==> config.mk <==
export PLATFORM = sky130hd
export DESIGN_NAME = jump_branch_ras_unit_flat
export DESIGN_NICKNAME = d
export VERILOG_FILES = /design/src/rtl/jump_branch_ras_if.sv /design/src/rtl/jump_branch_ras_unit.sv /design/src/flat_wrapper.sv
export SDC_FILE = /design/constraint.sdc
export NUM_CORES = 1
export LEC_CHECK = 0
export ABC_AREA = 1
export CAP_MARGIN = 10
export CORE_MARGIN = 3
export CORE_UTILIZATION = 37
export DETAILED_ROUTE_END_ITERATION = 10
export PLACE_DENSITY_LB_ADDON = 0.05
export SLEW_MARGIN = 20
export SYNTH_ARGS = -nofsm -noshare
export SYNTH_HDL_FRONTEND = slang
export SYNTH_SLANG_ARGS = --single-unit
==> constraint.sdc <==
create_clock -name clk -period 11.5 [get_ports clk]
set_input_delay 2.875 -clock clk [delete_from_list [all_inputs] [get_ports clk]]
set_output_delay 2.875 -clock clk [all_outputs]
set_load 0.05 [all_outputs]
==> src/rtl/jump_branch_ras_if.sv <==
// Valid/ready bundle between decode and the control-transfer resolver.
// master drives instructions in and accepts results; slave is the unit.
interface jump_branch_ras_if #(
  parameter int XLEN      = 32,
  parameter int RAS_DEPTH = 8
);
  localparam int DW = $clog2(RAS_DEPTH) + 1;

  logic            in_valid;
  logic            in_ready;
  logic [XLEN-1:0] pc;
  logic [5:0]      opcode;
  logic [5:0]      funct;
  logic [4:0]      rs_idx;
  logic [4:0]      rd_idx;
  logic [XLEN-1:0] rs_data;
  logic [XLEN-1:0] rt_data;
  logic [25:0]     jump_target;
  logic [15:0]     imm16;
  logic            out_valid;
  logic            out_ready;
  logic            redirect;
  logic [XLEN-1:0] redirect_addr;
  logic            link_enable;
  logic [4:0]      link_reg;
  logic [XLEN-1:0] link_address;
  logic            ras_mispredict;
  logic [DW-1:0]   ras_depth;

  modport master (
    output in_valid, pc, opcode, funct, rs_idx, rd_idx,
    output rs_data, rt_data, jump_target, imm16, out_ready,
    input  in_ready, out_valid, redirect, redirect_addr,
    input  link_enable, link_reg, link_address,
    input  ras_mispredict, ras_depth
  );

  modport slave (
    input  in_valid, pc, opcode, funct, rs_idx, rd_idx,
    input  rs_data, rt_data, jump_target, imm16, out_ready,
    output in_ready, out_valid, redirect, redirect_addr,
    output link_enable, link_reg, link_address,
    output ras_mispredict, ras_depth
  );
endinterface

==> src/rtl/jump_branch_ras_unit.sv <==
// Registered j/jal/jr/jalr/beq/bne resolver with a circular return-address stack.
// Define JUMP_BRANCH_RAS_PERF_EN to add redirect/mispredict counters.
module jump_branch_ras_unit #(
  parameter int XLEN      = 32,
  parameter int RAS_DEPTH = 8,
  parameter int PC_STEP   = 4
) (
  input logic clk,
  input logic rst,
  jump_branch_ras_if.slave bus
`ifdef JUMP_BRANCH_RAS_PERF_EN
  ,
  output logic [31:0] perf_redirects,
  output logic [31:0] perf_mispredicts
`endif
);

  localparam int PW = $clog2(RAS_DEPTH);
  localparam int CW = PW + 1;
  localparam logic [CW-1:0] FULL = CW'(RAS_DEPTH);

  logic            valid_q;
  logic            redir_q;
  logic [XLEN-1:0] addr_q;
  logic            len_q;
  logic [4:0]      lreg_q;
  logic [XLEN-1:0] laddr_q;
  logic            mis_q;
  logic [PW-1:0]   ptr;
  logic [PW-1:0]   ptr_inc;
  logic [PW-1:0]   wr_idx;
  logic [CW-1:0]   count;
  logic [XLEN-1:0] stack [RAS_DEPTH];

  logic            accept;
  logic            is_r, is_j, is_jal, is_beq, is_bne;
  logic            is_jr, is_jalr;
  logic            rs_ra, rd_ra;
  logic            push, pop, empty, hit;
  logic            wr_en;
  logic            eq;
  logic            taken;
  logic            link_en;
  logic            mispred;
  logic [4:0]      lreg;
  logic [XLEN-1:0] pc4, jtgt, btgt, tgt, top;

  assign bus.in_ready = !valid_q || bus.out_ready;
  assign accept       = bus.in_valid && bus.in_ready;

  assign is_r    = bus.opcode == 6'h00;
  assign is_j    = bus.opcode == 6'h02;
  assign is_jal  = bus.opcode == 6'h03;
  assign is_beq  = bus.opcode == 6'h04;
  assign is_bne  = bus.opcode == 6'h05;
  assign is_jr   = is_r && bus.funct == 6'h08;
  assign is_jalr = is_r && bus.funct == 6'h09;

  assign pc4  = bus.pc + XLEN'(PC_STEP);
  assign jtgt = {pc4[XLEN-1:28], bus.jump_target, 2'b00};
  assign btgt = pc4 + ({{(XLEN-16){bus.imm16[15]}}, bus.imm16} << 2);
  assign eq   = bus.rs_data == bus.rt_data;

  always_comb begin
    taken = 1'b0;
    tgt   = pc4;
    unique case (1'b1)
      is_j, is_jal: begin
        taken = 1'b1;
        tgt   = jtgt;
      end
      is_jr, is_jalr: begin
        taken = 1'b1;
        tgt   = bus.rs_data;
      end
      is_beq: begin
        taken = eq;
        tgt   = eq ? btgt : pc4;
      end
      is_bne: begin
        taken = !eq;
        tgt   = eq ? pc4 : btgt;
      end
      default: ;
    endcase
  end

  assign rs_ra   = bus.rs_idx == 5'd31;
  assign rd_ra   = bus.rd_idx == 5'd31;
  assign link_en = is_jal || is_jalr;
  assign lreg    = is_jal ? 5'd31 : (is_jalr ? bus.rd_idx : 5'd0);

  // jalr $ra,$ra is a coroutine swap: pop-and-push onto the same slot
  assign push  = is_jal || (is_jalr && rd_ra);
  assign pop   = (is_jr && rs_ra) || (is_jalr && rs_ra && rd_ra);
  assign empty = count == '0;
  assign hit   = pop && !empty;
  assign top   = stack[ptr];

  assign mispred = pop && (empty || top != bus.rs_data);
  assign ptr_inc = ptr + 1'b1;
  assign wr_idx  = hit ? ptr : ptr_inc;
  assign wr_en   = accept && push;

  always_ff @(posedge clk) begin
    if (wr_en) stack[wr_idx] <= pc4;
  end

  always_ff @(posedge clk) begin
    if (rst) begin
      valid_q <= 1'b0;
      redir_q <= 1'b0;
      addr_q  <= '0;
      len_q   <= 1'b0;
      lreg_q  <= '0;
      laddr_q <= '0;
      mis_q   <= 1'b0;
      ptr     <= '0;
      count   <= '0;
    end else if (accept) begin
      valid_q <= 1'b1;
      redir_q <= taken;
      addr_q  <= tgt;
      len_q   <= link_en;
      lreg_q  <= lreg;
      laddr_q <= pc4;
      mis_q   <= mispred;
      if (push && !hit) begin
        ptr <= ptr_inc;
        if (count != FULL) count <= count + 1'b1;
      end else if (hit && !push) begin
        ptr   <= ptr - 1'b1;
        count <= count - 1'b1;
      end
    end else if (bus.out_ready) begin
      valid_q <= 1'b0;
    end
  end

`ifdef JUMP_BRANCH_RAS_PERF_EN
  always_ff @(posedge clk) begin
    if (rst) begin
      perf_redirects   <= '0;
      perf_mispredicts <= '0;
    end else if (accept) begin
      perf_redirects   <= perf_redirects + {31'd0, taken};
      perf_mispredicts <= perf_mispredicts + {31'd0, mispred};
    end
  end
`endif

  assign bus.out_valid      = valid_q;
  assign bus.redirect       = redir_q;
  assign bus.redirect_addr  = addr_q;
  assign bus.link_enable    = len_q;
  assign bus.link_reg       = lreg_q;
  assign bus.link_address   = laddr_q;
  assign bus.ras_mispredict = mis_q;
  assign bus.ras_depth      = count;

endmodule

==> src/flat_wrapper.sv <==
// flat-port wrapper written by rule: the top's interface ports become plain ports
module jump_branch_ras_unit_flat 
#(
  parameter int XLEN      = 32,
  parameter int RAS_DEPTH = 8,
  parameter int PC_STEP   = 4
)
  (clk, rst, bus_in_valid, bus_pc, bus_opcode, bus_funct, bus_rs_idx, bus_rd_idx, bus_rs_data, bus_rt_data, bus_jump_target, bus_imm16, bus_out_ready, bus_in_ready, bus_out_valid, bus_redirect, bus_redirect_addr, bus_link_enable, bus_link_reg, bus_link_address, bus_ras_mispredict, bus_ras_depth);
  jump_branch_ras_if #(.XLEN(XLEN), .RAS_DEPTH(RAS_DEPTH)) bus_i ();
  input logic clk;
  input logic rst;
  input wire logic [$bits(bus_i.in_valid)-1:0] bus_in_valid;
  input wire logic [$bits(bus_i.pc)-1:0] bus_pc;
  input wire logic [$bits(bus_i.opcode)-1:0] bus_opcode;
  input wire logic [$bits(bus_i.funct)-1:0] bus_funct;
  input wire logic [$bits(bus_i.rs_idx)-1:0] bus_rs_idx;
  input wire logic [$bits(bus_i.rd_idx)-1:0] bus_rd_idx;
  input wire logic [$bits(bus_i.rs_data)-1:0] bus_rs_data;
  input wire logic [$bits(bus_i.rt_data)-1:0] bus_rt_data;
  input wire logic [$bits(bus_i.jump_target)-1:0] bus_jump_target;
  input wire logic [$bits(bus_i.imm16)-1:0] bus_imm16;
  input wire logic [$bits(bus_i.out_ready)-1:0] bus_out_ready;
  output wire logic [$bits(bus_i.in_ready)-1:0] bus_in_ready;
  output wire logic [$bits(bus_i.out_valid)-1:0] bus_out_valid;
  output wire logic [$bits(bus_i.redirect)-1:0] bus_redirect;
  output wire logic [$bits(bus_i.redirect_addr)-1:0] bus_redirect_addr;
  output wire logic [$bits(bus_i.link_enable)-1:0] bus_link_enable;
  output wire logic [$bits(bus_i.link_reg)-1:0] bus_link_reg;
  output wire logic [$bits(bus_i.link_address)-1:0] bus_link_address;
  output wire logic [$bits(bus_i.ras_mispredict)-1:0] bus_ras_mispredict;
  output wire logic [$bits(bus_i.ras_depth)-1:0] bus_ras_depth;
  assign bus_i.in_valid = bus_in_valid;
  assign bus_i.pc = bus_pc;
  assign bus_i.opcode = bus_opcode;
  assign bus_i.funct = bus_funct;
  assign bus_i.rs_idx = bus_rs_idx;
  assign bus_i.rd_idx = bus_rd_idx;
  assign bus_i.rs_data = bus_rs_data;
  assign bus_i.rt_data = bus_rt_data;
  assign bus_i.jump_target = bus_jump_target;
  assign bus_i.imm16 = bus_imm16;
  assign bus_i.out_ready = bus_out_ready;
  assign bus_in_ready = bus_i.in_ready;
  assign bus_out_valid = bus_i.out_valid;
  assign bus_redirect = bus_i.redirect;
  assign bus_redirect_addr = bus_i.redirect_addr;
  assign bus_link_enable = bus_i.link_enable;
  assign bus_link_reg = bus_i.link_reg;
  assign bus_link_address = bus_i.link_address;
  assign bus_ras_mispredict = bus_i.ras_mispredict;
  assign bus_ras_depth = bus_i.ras_depth;
  jump_branch_ras_unit #(.XLEN(XLEN), .RAS_DEPTH(RAS_DEPTH), .PC_STEP(PC_STEP)) u_core (.clk(clk), .rst(rst), .bus(bus_i));
endmodule
==> metrics.md <==
| Metric | Value |
|---|---|
| Placer's final routability congestion estimate | `0.9587` |
| Leakage power of the design | `9.365 nW` |
| Minimum clock period after layout | `7.185 ns` |
| Int Pwr | `0.002215 W` |
| Part of the total power dissipated in combinational logic | `14.1%` |
| VDD IR max | `0.00009218 V` |
| Largest reg by FF count | `u_core.stack` |
| GRT Residual Overflow | `0` |
| Die W | `228.9 um` |
| Starting density of the core | `37.48%` |
| Required time reported for the critical path endpoint | `8.63 ns` |
| Antenna violations before repair | `10` |
| Post-Synthesis Mean Instance Area | `8.156 um2` |
| Flip-flop count of the largest register after layout | `256` |
| Post-CTS setup buffer count | `0` |
| DR WL/cell | `21.74 um` |
| Place WS | `4.319 ns` |
| Layout cell share with drive strength beyond 1 | `6.297%` |
| Commonest cells after routing, fill and taps aside | `sky130_fd_sc_hd__nand2_1 (595), sky130_fd_sc_hd__nor2_1 (266), sky130_fd_sc_hd__inv_1 (261), sky130_fd_sc_hd__edfxtp_1 (256), sky130_fd_sc_hd__clkdlybuf4s50_1 (240)` |
| Clock tree skew after final layout | `0.01514 ns` |
| Number of design-rule violations left by the first detailed-router iteration | `1,273` |
| Net count after synthesis | `2,461` |
| Number of distinct library cells after synthesis | `56` |
| Worst setup SP type | `input port` |
| Fraction of the yosys area taken by sequential cells | `50.86%` |
| Syn. warnings | `0` |
| Maximum achievable frequency | `139.2 MHz` |
| Core region area | `0.04905 mm2` |
| Post-layout worst setup margin | `4.315 ns` |
| Detailed-route via count | `16,220` |
| Final std cells w/o fill | `3,175` |
| Final-layout worst hold slack | `0.4672 ns` |
| Clk network pwr share | `41.6%` |
| Number of nets still failing antenna checks after routing | `0` |
| Number of input and output port buffers inserted | `241` |
| Clock tree from TritonCTS | `built` |
| Endpoints failing hold | `0` |
| Max capacitance violation total | `0` |
| Total routing usage reported by global routing | `25.79%` |
| Max clock buf depth | `3` |
| Setup violation total in the final timing report | `0` |
| Reported net switching power | `0.0008160 W` |
| Number of gates given a new drive strength after cts | `0` |
| Crit path arrival time | `4.31 ns` |
| DRC viols | `0` |
| Flop and latch count out of synthesis | `339` |
| Total number of clock tree sinks | `339` |
| Number of global-route vias before repair | `15,660` |
| Total count of max-transition violations in the final report | `0` |
| Area of the mapped netlist | `0.01838 mm2` |
| CTS buffer count | `41` |
| Net count, final | `2,685` |
| Number of placed cells counting well taps | `3,099` |
| Source-to-sink clock delay at the later pin of the worst-skew pair | `0.57 ns` |
| Switching portion of total power | `26.92%` |
| Kind of end point of the critical path | `output port` |
| Power density cells | `133.1 mW/mm2` |
| Top FF cell, synth | `sky130_fd_sc_hd__edfxtp_1` |
| Number of enable flip-flop cells after synthesis | `256` |
| Power, Total | `0.003031 W` |
| I/O pin total | `242` |
| H-tree depth | `2` |
| Number of instances in the synthesized netlist | `2,254` |
| Total of hold buffers inserted after clock tree synthesis | `0` |
| Number of inserted filler cells in the final layout | `4,934` |
| Wire length of the first global-routing pass | `101,300 um` |
| Floorplan row count | `81` |
| Worst slew margin relative to its limit | `31.25%` |
| Path category of the worst min-delay check | `reg2reg` |
| Detail Placement HPWL | `48,640 um` |
| RSZ-0062 raised after global routing | `no` |
| Fraction of registers with async set or reset after synthesis | `0%` |
| Kind of critical path | `in2out` |
| Slew of the pin with the lowest slew margin | `1.028 ns` |
| Worst-path clk slew | `0.06 ns` |
| Setup Total Neg Slack | `0 ns` |
| Critical path peak fanout | `3` |
| Iteration count of the initial detailed-routing pass | `8` |
| Run status | `finished, final reports clean` |
| Ratio of final minimum period to clock period | `62.48%` |
| Maximum number of pins on one net before global-route repair | `73` |
| Die Area | `0.05239 mm2` |
| Average via count per standard cell | `5.107` |
| Buffer cell driving the clock tree root | `sky130_fd_sc_hd__clkbuf_16` |
| Commonest non-fill, non-tap cell in the layout | `sky130_fd_sc_hd__nand2_1` |
| Die height | `228.9 um` |
| Area overhead of the layout relative to synthesis | `23.91%` |
| Routed Wire Length | `69,010 um` |
| Reg power frac | `44.3%` |
-- cell usage after synthesis, drive strengths merged, types with 4 or more instances --
cell type	instances	area [um2]
xnor2	28	245.2
a22oi	17	127.6
xor2	26	227.7
dfxtp	83	1662
nand3b	8	63.81
edfxtp	256	7687
o21ai	135	686.9
nand2	602	2280
nand3	187	953.4
clkbuf	37	138.9
a21boi	7	52.55
a21o	5	37.54
o21bai	9	90.08
or2	19	121.4
buf	44	234.0
ha	41	513.0
nor4	4	25.02
nor3	11	66.32
a221oi	4	35.03
nand4	24	150.1
nor2	286	1137
inv	278	1044
a21oi	120	608.1
-- worst paths after layout --
path                     startpoint                        end  slack, ns  cells past startpoint
min reg2reg  u_core.bus.link_reg[0]     u_core.bus.link_reg[0]       0.47                      2
max reg2reg                register  u_core.bus.ras_mispredict       7.59                     15
min          u_core.bus.link_reg[0]     u_core.bus.link_reg[0]       0.47                      2
max                   bus_out_ready               bus_in_ready       4.31                      4
-- final cells by class --
type	instances	area [um2]	area share [%]
Sequential cell	339	9354	41.07
Multi-Input combinational cell	1554	7681	33.72
Timing Repair Buffer	262	2565	11.26
Clock buffer	56	1124	4.933
Inverter	280	1051	4.614
Tap cell	664	830.8	3.647
Clock inverter	18	167.7	0.7361
Antenna cell	2	5.005	0.02197
-- per-stage QoR --
stage,cell area (um2),util (%)
floorplan,18380,-
global placement,21480,43.79
detailed placement,21480,43.79
CTS,22770,46.42
global route,22770,46.43
finish,22780,46.44
-- logic make-up after synthesis --
kind of cell               Yosys count  share of synthesized area (%)
xor gates and xnor gates            54                          2.573
and+or+nand+nor                   1146                          26.31
DFF                                339                          50.86
adders and majority gates           43                          3.008
AOI/OAI and AO/OA                  311                          9.502
buffers and inverters              361                          7.746
-- layer usage --
layer	GRT usage, %	vias to the layer above	part of all wire, %
met5	0	-	0.094
met1	36.45	7757	46
met3	4.387	98	6.3
met2	40.90	519	45
met4	7.353	10	2.6
li1	-	7831	-
-- worst max-delay path, cell delays in order --
cell	delay (ns)
sky130_fd_sc_hd__clkdlybuf4s50_1	0.45
sky130_fd_sc_hd__inv_1	0.04
sky130_fd_sc_hd__nand2_1	0.12
sky130_fd_sc_hd__clkdlybuf4s50_1	0.83
-- power by group through the flow --
stage / sequential [W] / combinational, W / clock [W]
5_1_grt: 0.00135 / 0.000458 / 0.00133
3_3_place_gp: 0.00137 / 0.000421 / 0
3_5_place_dp: 0.00137 / 0.000422 / 0
4_1_cts: 0.00134 / 0.000424 / 0.00129
6_report: 0.00134 / 0.000427 / 0.00126
2_1_floorplan: 0.00142 / 0.000174 / 0
Power figures use the tool's default switching activity.
